**config.mk**
```make
export PLATFORM = sky130hd
export DESIGN_NAME = sb_arb2_flat
export DESIGN_NICKNAME = d
export VERILOG_FILES = /design/src/rtl/sb_arb2_if.sv /design/src/rtl/sb_arb2.sv /design/src/flat_wrapper.sv
export SDC_FILE = /design/constraint.sdc
export NUM_CORES = 1
export LEC_CHECK = 0
export ABC_AREA = 1
export BUFFER_PORTS_ARGS = -buffer_cell sky130_fd_sc_hd__buf_2
export CORE_AREA = 2 2 165 167
export CTS_CLUSTER_SIZE = 20
export DETAILED_ROUTE_END_ITERATION = 8
export DIE_AREA = 0 0 167 169
export GPL_TIMING_DRIVEN = 1
export PLACE_DENSITY = 0.39
export REMOVE_ABC_BUFFERS = 1
export SYNTH_ARGS = -nofsm -noshare
export SYNTH_HDL_FRONTEND = slang
export SYNTH_SLANG_ARGS = --single-unit
```
**constraint.sdc**
```tcl
create_clock -name clk -period 1.75 [get_ports clk]
set_clock_uncertainty 0.1 [all_clocks]
set_input_delay 0.175 -clock clk [delete_from_list [all_inputs] [get_ports clk]]
set_output_delay 0.175 -clock clk [all_outputs]
set_load 0.005 [all_outputs]
```
**src/rtl/sb_arb2_if.sv**
```systemverilog
// Simple-bus (SB) port bundle: read address/data channels plus write/response channels.
interface sb_arb2_if;
   logic        arvalid;
   logic        arready;
   logic [31:0] araddr;
   logic        rvalid;
   logic        rready;
   logic [31:0] rdata;
   logic        wvalid;
   logic        wready;
   logic [31:0] waddr;
   logic [31:0] wdata;
   logic [3:0]  wstrb;
   logic        bvalid;
   logic        bready;
   logic        bresp;

   modport master (
      output arvalid, araddr, rready, wvalid, waddr, wdata, wstrb, bready,
      input  arready, rvalid, rdata, wready, bvalid, bresp
   );

   modport slave (
      input  arvalid, araddr, rready, wvalid, waddr, wdata, wstrb, bready,
      output arready, rvalid, rdata, wready, bvalid, bresp
   );
endinterface

```
**src/rtl/sb_arb2.sv**
```systemverilog
// Two-master to one-slave SB arbiter; read and write paths arbitrate independently.
// Define SB_ARB_FIXED_PRIO_EN to replace round-robin with fixed m0-over-m1 priority.
module sb_arb2 #(
   parameter int OST_DEPTH = 4,
   parameter int OST_AW    = 2
) (
   input  logic      clk,
   input  logic      rst_n,
   sb_arb2_if.slave  m0,
   sb_arb2_if.slave  m1,
   sb_arb2_if.master s
);

   // Index 0 is the read path (AR/R), index 1 the write path (W/B).
   logic [1:0] req_v   [2];
   logic [1:0] mst_rdy [2];
   logic [1:0] rsp_vm  [2];
   logic [1:0] rsp_rm  [2];
   logic [1:0] gnt;
   logic [1:0] slv_valid;
   logic [1:0] slv_ready;
   logic [1:0] rsp_valid;
   logic [1:0] rsp_ready_s;

   assign req_v[0]  = {m1.arvalid, m0.arvalid};
   assign req_v[1]  = {m1.wvalid, m0.wvalid};
   assign rsp_rm[0] = {m1.rready, m0.rready};
   assign rsp_rm[1] = {m1.bready, m0.bready};
   assign slv_ready = {s.wready, s.arready};
   assign rsp_valid = {s.bvalid, s.rvalid};

   genvar gi;
   generate
      for (gi = 0; gi < 2; gi++) begin : g_path
         logic                 lock_reg;
         logic                 sel_reg;
         logic [OST_DEPTH-1:0] fifo_reg;
         logic [OST_AW:0]      wptr_reg;
         logic [OST_AW:0]      rptr_reg;
         logic                 pick;
         logic                 full;
         logic                 empty;
         logic                 head;
         logic                 push;
         logic                 pop;

         // Full when pointers differ only in the wrap bit.
         assign full  = (wptr_reg ^ rptr_reg) == {1'b1, {OST_AW{1'b0}}};
         assign empty = (wptr_reg == rptr_reg);

`ifdef SB_ARB_FIXED_PRIO_EN
         assign pick = ~req_v[gi][0];
`else
         logic rr_reg;
         assign pick = (req_v[gi] == 2'b11) ? rr_reg : req_v[gi][1];

         always_ff @(posedge clk or negedge rst_n) begin
            if (!rst_n) begin
               rr_reg <= 1'b0;
            end else if (push) begin
               rr_reg <= ~gnt[gi];
            end
         end
`endif

         assign gnt[gi]         = lock_reg ? sel_reg : pick;
         assign slv_valid[gi]   = req_v[gi][gnt[gi]] & ~full;
         assign mst_rdy[gi]     = {gnt[gi], ~gnt[gi]} & req_v[gi] & {2{slv_ready[gi] & ~full}};
         assign push            = slv_valid[gi] & slv_ready[gi];
         assign head            = fifo_reg[rptr_reg[OST_AW-1:0]];
         assign rsp_vm[gi]      = {head, ~head} & {2{rsp_valid[gi] & ~empty}};
         assign rsp_ready_s[gi] = ~empty & rsp_rm[gi][head];
         assign pop             = rsp_valid[gi] & rsp_ready_s[gi];

         // A stalled offer freezes the grant so the slave sees stable valid/address.
         always_ff @(posedge clk or negedge rst_n) begin
            if (!rst_n) begin
               lock_reg <= 1'b0;
               sel_reg  <= 1'b0;
               fifo_reg <= '0;
               wptr_reg <= '0;
               rptr_reg <= '0;
            end else begin
               if (push) begin
                  fifo_reg[wptr_reg[OST_AW-1:0]] <= gnt[gi];
                  wptr_reg <= wptr_reg + 1'b1;
                  lock_reg <= 1'b0;
               end else if (slv_valid[gi]) begin
                  lock_reg <= 1'b1;
                  sel_reg  <= gnt[gi];
               end
               if (pop) begin
                  rptr_reg <= rptr_reg + 1'b1;
               end
            end
         end
      end
   endgenerate

   assign s.arvalid  = slv_valid[0];
   assign s.araddr   = gnt[0] ? m1.araddr : m0.araddr;
   assign s.wvalid   = slv_valid[1];
   assign s.waddr    = gnt[1] ? m1.waddr : m0.waddr;
   assign s.wdata    = gnt[1] ? m1.wdata : m0.wdata;
   assign s.wstrb    = gnt[1] ? m1.wstrb : m0.wstrb;
   assign s.rready   = rsp_ready_s[0];
   assign s.bready   = rsp_ready_s[1];

   assign m0.arready = mst_rdy[0][0];
   assign m1.arready = mst_rdy[0][1];
   assign m0.wready  = mst_rdy[1][0];
   assign m1.wready  = mst_rdy[1][1];
   assign m0.rvalid  = rsp_vm[0][0];
   assign m1.rvalid  = rsp_vm[0][1];
   assign m0.bvalid  = rsp_vm[1][0];
   assign m1.bvalid  = rsp_vm[1][1];
   assign m0.rdata   = s.rdata;
   assign m1.rdata   = s.rdata;
   assign m0.bresp   = s.bresp;
   assign m1.bresp   = s.bresp;

endmodule
```
**src/flat_wrapper.sv**
```systemverilog
// flat-port wrapper written by rule: the top's interface ports become plain ports
module sb_arb2_flat 
#(
   parameter int OST_DEPTH = 4,
   parameter int OST_AW    = 2
)
  (clk, rst_n, m0_arvalid, m0_araddr, m0_rready, m0_wvalid, m0_waddr, m0_wdata, m0_wstrb, m0_bready, m0_arready, m0_rvalid, m0_rdata, m0_wready, m0_bvalid, m0_bresp, m1_arvalid, m1_araddr, m1_rready, m1_wvalid, m1_waddr, m1_wdata, m1_wstrb, m1_bready, m1_arready, m1_rvalid, m1_rdata, m1_wready, m1_bvalid, m1_bresp, s_arvalid, s_araddr, s_rready, s_wvalid, s_waddr, s_wdata, s_wstrb, s_bready, s_arready, s_rvalid, s_rdata, s_wready, s_bvalid, s_bresp);
  sb_arb2_if m0_i ();
  sb_arb2_if m1_i ();
  sb_arb2_if s_i ();
  input  logic clk;
  input  logic rst_n;
  input wire logic [$bits(m0_i.arvalid)-1:0] m0_arvalid;
  input wire logic [$bits(m0_i.araddr)-1:0] m0_araddr;
  input wire logic [$bits(m0_i.rready)-1:0] m0_rready;
  input wire logic [$bits(m0_i.wvalid)-1:0] m0_wvalid;
  input wire logic [$bits(m0_i.waddr)-1:0] m0_waddr;
  input wire logic [$bits(m0_i.wdata)-1:0] m0_wdata;
  input wire logic [$bits(m0_i.wstrb)-1:0] m0_wstrb;
  input wire logic [$bits(m0_i.bready)-1:0] m0_bready;
  output wire logic [$bits(m0_i.arready)-1:0] m0_arready;
  output wire logic [$bits(m0_i.rvalid)-1:0] m0_rvalid;
  output wire logic [$bits(m0_i.rdata)-1:0] m0_rdata;
  output wire logic [$bits(m0_i.wready)-1:0] m0_wready;
  output wire logic [$bits(m0_i.bvalid)-1:0] m0_bvalid;
  output wire logic [$bits(m0_i.bresp)-1:0] m0_bresp;
  input wire logic [$bits(m1_i.arvalid)-1:0] m1_arvalid;
  input wire logic [$bits(m1_i.araddr)-1:0] m1_araddr;
  input wire logic [$bits(m1_i.rready)-1:0] m1_rready;
  input wire logic [$bits(m1_i.wvalid)-1:0] m1_wvalid;
  input wire logic [$bits(m1_i.waddr)-1:0] m1_waddr;
  input wire logic [$bits(m1_i.wdata)-1:0] m1_wdata;
  input wire logic [$bits(m1_i.wstrb)-1:0] m1_wstrb;
  input wire logic [$bits(m1_i.bready)-1:0] m1_bready;
  output wire logic [$bits(m1_i.arready)-1:0] m1_arready;
  output wire logic [$bits(m1_i.rvalid)-1:0] m1_rvalid;
  output wire logic [$bits(m1_i.rdata)-1:0] m1_rdata;
  output wire logic [$bits(m1_i.wready)-1:0] m1_wready;
  output wire logic [$bits(m1_i.bvalid)-1:0] m1_bvalid;
  output wire logic [$bits(m1_i.bresp)-1:0] m1_bresp;
  output wire logic [$bits(s_i.arvalid)-1:0] s_arvalid;
  output wire logic [$bits(s_i.araddr)-1:0] s_araddr;
  output wire logic [$bits(s_i.rready)-1:0] s_rready;
  output wire logic [$bits(s_i.wvalid)-1:0] s_wvalid;
  output wire logic [$bits(s_i.waddr)-1:0] s_waddr;
  output wire logic [$bits(s_i.wdata)-1:0] s_wdata;
  output wire logic [$bits(s_i.wstrb)-1:0] s_wstrb;
  output wire logic [$bits(s_i.bready)-1:0] s_bready;
  input wire logic [$bits(s_i.arready)-1:0] s_arready;
  input wire logic [$bits(s_i.rvalid)-1:0] s_rvalid;
  input wire logic [$bits(s_i.rdata)-1:0] s_rdata;
  input wire logic [$bits(s_i.wready)-1:0] s_wready;
  input wire logic [$bits(s_i.bvalid)-1:0] s_bvalid;
  input wire logic [$bits(s_i.bresp)-1:0] s_bresp;
  assign m0_i.arvalid = m0_arvalid;
  assign m0_i.araddr = m0_araddr;
  assign m0_i.rready = m0_rready;
  assign m0_i.wvalid = m0_wvalid;
  assign m0_i.waddr = m0_waddr;
  assign m0_i.wdata = m0_wdata;
  assign m0_i.wstrb = m0_wstrb;
  assign m0_i.bready = m0_bready;
  assign m0_arready = m0_i.arready;
  assign m0_rvalid = m0_i.rvalid;
  assign m0_rdata = m0_i.rdata;
  assign m0_wready = m0_i.wready;
  assign m0_bvalid = m0_i.bvalid;
  assign m0_bresp = m0_i.bresp;
  assign m1_i.arvalid = m1_arvalid;
  assign m1_i.araddr = m1_araddr;
  assign m1_i.rready = m1_rready;
  assign m1_i.wvalid = m1_wvalid;
  assign m1_i.waddr = m1_waddr;
  assign m1_i.wdata = m1_wdata;
  assign m1_i.wstrb = m1_wstrb;
  assign m1_i.bready = m1_bready;
  assign m1_arready = m1_i.arready;
  assign m1_rvalid = m1_i.rvalid;
  assign m1_rdata = m1_i.rdata;
  assign m1_wready = m1_i.wready;
  assign m1_bvalid = m1_i.bvalid;
  assign m1_bresp = m1_i.bresp;
  assign s_arvalid = s_i.arvalid;
  assign s_araddr = s_i.araddr;
  assign s_rready = s_i.rready;
  assign s_wvalid = s_i.wvalid;
  assign s_waddr = s_i.waddr;
  assign s_wdata = s_i.wdata;
  assign s_wstrb = s_i.wstrb;
  assign s_bready = s_i.bready;
  assign s_i.arready = s_arready;
  assign s_i.rvalid = s_rvalid;
  assign s_i.rdata = s_rdata;
  assign s_i.wready = s_wready;
  assign s_i.bvalid = s_bvalid;
  assign s_i.bresp = s_bresp;
  sb_arb2 #(.OST_DEPTH(OST_DEPTH), .OST_AW(OST_AW)) u_core (.clk(clk), .rst_n(rst_n), .m0(m0_i), .m1(m1_i), .s(s_i));
endmodule
```
# After elaboration in Yosys (flattened, before gate mapping)
# Index checks and enable logic that the tools add are counted.
# op_classes
add_sub_neg	4
n_lt_le_gt_ge	10
n_eq_ne	6
muxes	30
bitwise	30
n_reduce_logical	6
# ops
op	n
$mux 32	3
$mux 1	20
$add 3x1->3 const B	4
$and 1x1->1	12
$and 2x2->2	6
$lt 2x3->1 const B	4
$not 1->1	10
$bwmux 4	2
$lt 1x2->1 const B	4
$eq 3x3->1	2
$eq 3x3->1 const B	2
$xor 3x3->3	2
$bmux 1 s2	2
$demux 1 s2	2
$eq 2x2->1 const B	2
$ge 2x1->1 const B	2
$mux 4	1
$reduce_and 2->1	2
$reduce_bool 2->1	2
$logic_and 1x1->1	2
# totals
register_bits	26
inputBits	247
out_inout_bits	178

# Longest topological paths before layout
# depth
ltp_word	9
depth_mapped	10
mapped_depth_nobuf	9

# Worst setup path after synthesis
# Ideal clock, no wire load.
# synth_path
path_type	register to output
start	register u_core.g_path[1].rr_reg
end	output s_waddr[11]
arrival_time_ps	1086
setup_slack_ps	389
path_stages_with_launch	10
path_buffers	2
path_cell_list	dfrtp_1 inv_1 nand2_1 nand2_1 nand2_2 inv_2 buf_4 buf_2 nand2_1 nand2_1
# synth_between
elab_chain_len	3
# synth_rtl
item	line_no	source
start: declaration	sb_arb2.sv:54	logic rr_reg;
start signal: assignment	sb_arb2.sv:61	rr_reg <= ~gnt[gi];
$mux 1	sb_arb2.sv:55	assign pick = (req_v[gi] == 2'b11) ? rr_reg : req_v[gi][1];
$mux 1	sb_arb2.sv:66	assign gnt[gi] = lock_reg ? sel_reg : pick;
$mux 32	sb_arb2.sv:103	assign s.waddr = gnt[1] ? m1.waddr : m0.waddr;
end: declaration	flat_wrapper.sv:45	output wire logic [$bits(s_i.waddr)-1:0] s_waddr;
# Every way passes these cells.

# Worst setup path in the final report
# layout_path
start	register u_core.g_path[1].lock_reg
end	output s_waddr[30]
# layout_between
elab_chain_len	2
# layout_rtl
item	line_no	source
start: declaration	sb_arb2.sv:35	logic lock_reg;
start signal: assignment	sb_arb2.sv:78	lock_reg <= 1'b0;
start signal: assignment	sb_arb2.sv:87	lock_reg <= 1'b0;
start signal: assignment	sb_arb2.sv:89	lock_reg <= 1'b1;
$mux 1	sb_arb2.sv:66	
$mux 32	sb_arb2.sv:103	
# Every way passes these cells.

==> run metrics <==
outcome complete, but fails checks; violations in the final reports setup timing; Sequential Power Share 12.2%; setup slack on the worst flop-to-flop path 50 ps; Main synth FF type sky130_fd_sc_hd__dfrtp_1; class of the worst hold path primary input to flop; first-pass GRT wire length 28300 um; r2r endpoint u_core.g_path[1].fifo_reg[0]$_DFFE_PN0P_; arrival time of data at the critical path endpoint 1570 ps; half-perimeter wire length after detailed placement 16800 um; setup repair after global routing missed its margin true; maximum net fanout on the critical path 7; final setup fails 98; number of instances in the synthesized netlist 614; number of buffers on the longest clock path 2; Final #Nets 1162; DRC violation total after the first TritonRoute iteration 250; FF-to-FF Start u_core.g_path[1].lock_reg$_DFFE_PN0P_; vertical extent of the die 169 um; Power Total 9.25 mW; final routed wire length divided by cell count 17.2 um; Power Density 1510 nW/um2; area of the core 26500 um2; type of origin of the critical path flop; Post-synth ARST share 100%; total number of clock tree sinks 26; layout cells sized above 1 56.7%; TritonCTS clock tree done; required arrival time at the worst endpoint 1470 ps; proportion of total power due to net switching 48.0%; classification of the worst setup path flop to output port; H-tree depth reported by CTS 1; buffers added on ports 325; sequential-to-total area share from yosys stat 18.9%; via density per instance 3.83; net switching power 4.43 mW; Area Overhead vs Synth 78.5%; die outline area 28200 um2; total internal power 4.81 mW; ant diodes 0; number of antenna violations at the first check in global routing 0; cell at the root of the clock tree sky130_fd_sc_hd__clkbuf_16; maximum ir drop on the vdd rail 0.381 mV; average footprint of a synthesized cell 5.60 um2; Congestion Overflow GR 0; routability congestion estimate 0.946; cell types with the largest area share after synthesis sky130_fd_sc_hd__nand2_1 (42%), sky130_fd_sc_hd__dfrtp_1 (19%), sky130_fd_sc_hd__buf_4 (15%); post-route DRC violation count 0; CP endpoint kind output port; top cells by count, synth sky130_fd_sc_hd__nand2_1 (388), sky130_fd_sc_hd__buf_4 (69), sky130_fd_sc_hd__dfrtp_1 (26); die extent in x 167 um; Routed Antenna Nets 0; launch point of the critical path u_core.g_path[1].lock_reg$_DFFE_PN0P_; Global Route Usage Sum 13.4%; Clk pwr share 5.8%; number of max-capacitance violations reported 0; Final Routed Wirelength 21500 um; final count of hold timing violations 0; maximum number of pins on one net before global-route repair 31; Post-Place Setup Slack 173 ps; portion of synthesized cell area occupied by the leading cell type 42.3%; Final Max Tran Viols 0; path depth of the worst reg2reg path 11; crit share post-route 106%; CTS clk-pin slew, worst paths 70 ps; Clk Latency, worst-skew pair 270 ps; Rel. slew slack 53.4%; leading cell type by number of instances after synthesis sky130_fd_sc_hd__nand2_1; power share of the combinational group 82.0%; count of warnings emitted by yosys 0; cts bufs inserted 3; Worst Setup Slack, final -96.6 ps; worst-margin pin slew 699 ps; netlist area before placement 3440 um2; leakage power 3.73 nW; Critical Path Sink s_waddr[30]; starting utilization of the core area 13.0%; number of vias after detailed routing 4766; number of detailed-routing iterations run before antenna repair 4; number of synthesized register bits 26; row cnt 60; I/O pin cnt 425; synth unique cells 22; flip-flop count of the largest register, all copies and words added 8; min cycle time layout 1850 ps; highest clock frequency the design can meet 0.542 GHz; number of synthesized flops with an enable pin 0; vias in the first global route 4374; cell type with the highest aggregate area in the netlist sky130_fd_sc_hd__nand2_1
## cell families after synthesis
family	after synthesis	share of synthesized area [%]
AOI/OAI and AO/OA	4	0.654
xor gates and xnor gates	2	0.509
adders and majority gates	10	3.64
buffers and inverters	116	22.1
DFF	26	18.9
and+or+nand+nor	456	54.2
## repair_timing
action,in CTS,in global routing
endpoints found under the setup margin,104,115
cloned,5,9
resized for setup,37,140
hold buffers,1,0
pin swaps,12,74
buffers inserted,16,9
endpoints found under the hold margin,26,0
## how the worst min path moves through the flow
stage | startpoint | endpoint | slack (ps) | cells after the start
after floorplan | rst_n | u_core.g_path[0].fifo_reg[0]$_DFFE_PN0P_ | -220 | 0
after global placement | rst_n | u_core.g_path[0].fifo_reg[2]$_DFFE_PN0P_ | 180 | 1
after detailed placement | rst_n | u_core.g_path[0].rptr_reg[1]$_DFFE_PN0P_ | 170 | 1
after CTS | s_bvalid | u_core.g_path[1].rptr_reg[1]$_DFFE_PN0P_ | 100 | 3
after global routing | s_rvalid | u_core.g_path[0].rptr_reg[0]$_DFFE_PN0P_ | 120 | 3
final | s_bvalid | u_core.g_path[1].rptr_reg[2]$_DFFE_PN0P_ | 100 | 3
## worst max-delay path, cell delays in order, from the launching register on
cell and delay [ps]:
sky130_fd_sc_hd__dfrtp_1 410, sky130_fd_sc_hd__nor2_2 120, sky130_fd_sc_hd__nand2_2 110, sky130_fd_sc_hd__nand2_8 120
sky130_fd_sc_hd__buf_8 140, sky130_fd_sc_hd__clkbuf_16 180, sky130_fd_sc_hd__nand2_2 50, sky130_fd_sc_hd__nand2_1 50
sky130_fd_sc_hd__buf_2 110
## layout make-up
type                       count  area (um2)
inverter                      24         110
tap                          341         427
sequential                    26         654
multi-input combinational    472        2450
timing repair buffer         378        2420
clock buffer                   3        75.1
fill                        3071       20400
## cell usage in the layout, fill, tap and decap left out, types with 4 or more instances in the layout
master	instances
sky130_fd_sc_hd__buf_12	5
sky130_fd_sc_hd__buf_16	5
sky130_fd_sc_hd__buf_2	318
sky130_fd_sc_hd__buf_4	24
sky130_fd_sc_hd__buf_6	14
sky130_fd_sc_hd__clkbuf_16	11
sky130_fd_sc_hd__dfrtp_1	23
sky130_fd_sc_hd__ha_1	10
sky130_fd_sc_hd__inv_1	9
sky130_fd_sc_hd__inv_2	10
sky130_fd_sc_hd__nand2_1	300
sky130_fd_sc_hd__nand2_2	70
sky130_fd_sc_hd__nand2_4	29
sky130_fd_sc_hd__nand3_1	19
sky130_fd_sc_hd__nand3_2	5
sky130_fd_sc_hd__nand4_1	20
sky130_fd_sc_hd__nor2_1	4
## power by group through the flow
stage | registers (mW) | clock network, mW | logic, mW
after detailed placement | 1.13 | 0 | 5.15
after floorplan | 1.06 | 0 | 2.76
after CTS | 1.11 | 0.557 | 6.15
final | 1.13 | 0.537 | 7.58
after global placement | 1.14 | 0 | 5.20
after global routing | 1.18 | 0.581 | 8.34
## routing by layer
| metal | wire (um) | track usage, % | up-vias |
|---|---|---|---|
| met5 | 135 | 3.83 | - |
| met1 | 8160 | 15.4 | 2134 |
| li1 | - | - | 2396 |
| met2 | 9030 | 18.3 | 219 |
| met4 | 218 | 2.70 | 2 |
| met3 | 3910 | 11.9 | 15 |
## stage by stage
stage | TNS, ps | utilization, % | area, um2 | hold slack (ps) | std cells
6_report | -3520 | 23.2 | 6140 | 96.7 | 1244
5_1_grt | -10980 | 23.2 | 6140 | 115 | 1244
4_1_cts | -4930 | 20.4 | 5410 | 97.5 | 1227
3_5_place_dp | 0 | 18.8 | 4980 | 174 | 1202
3_3_place_gp | 0 | 18.8 | 4980 | 180 | 1202
2_1_floorplan | -43630 | - | 2780 | -221 | 522
Note: power is estimated with default switching activity, not from simulation.
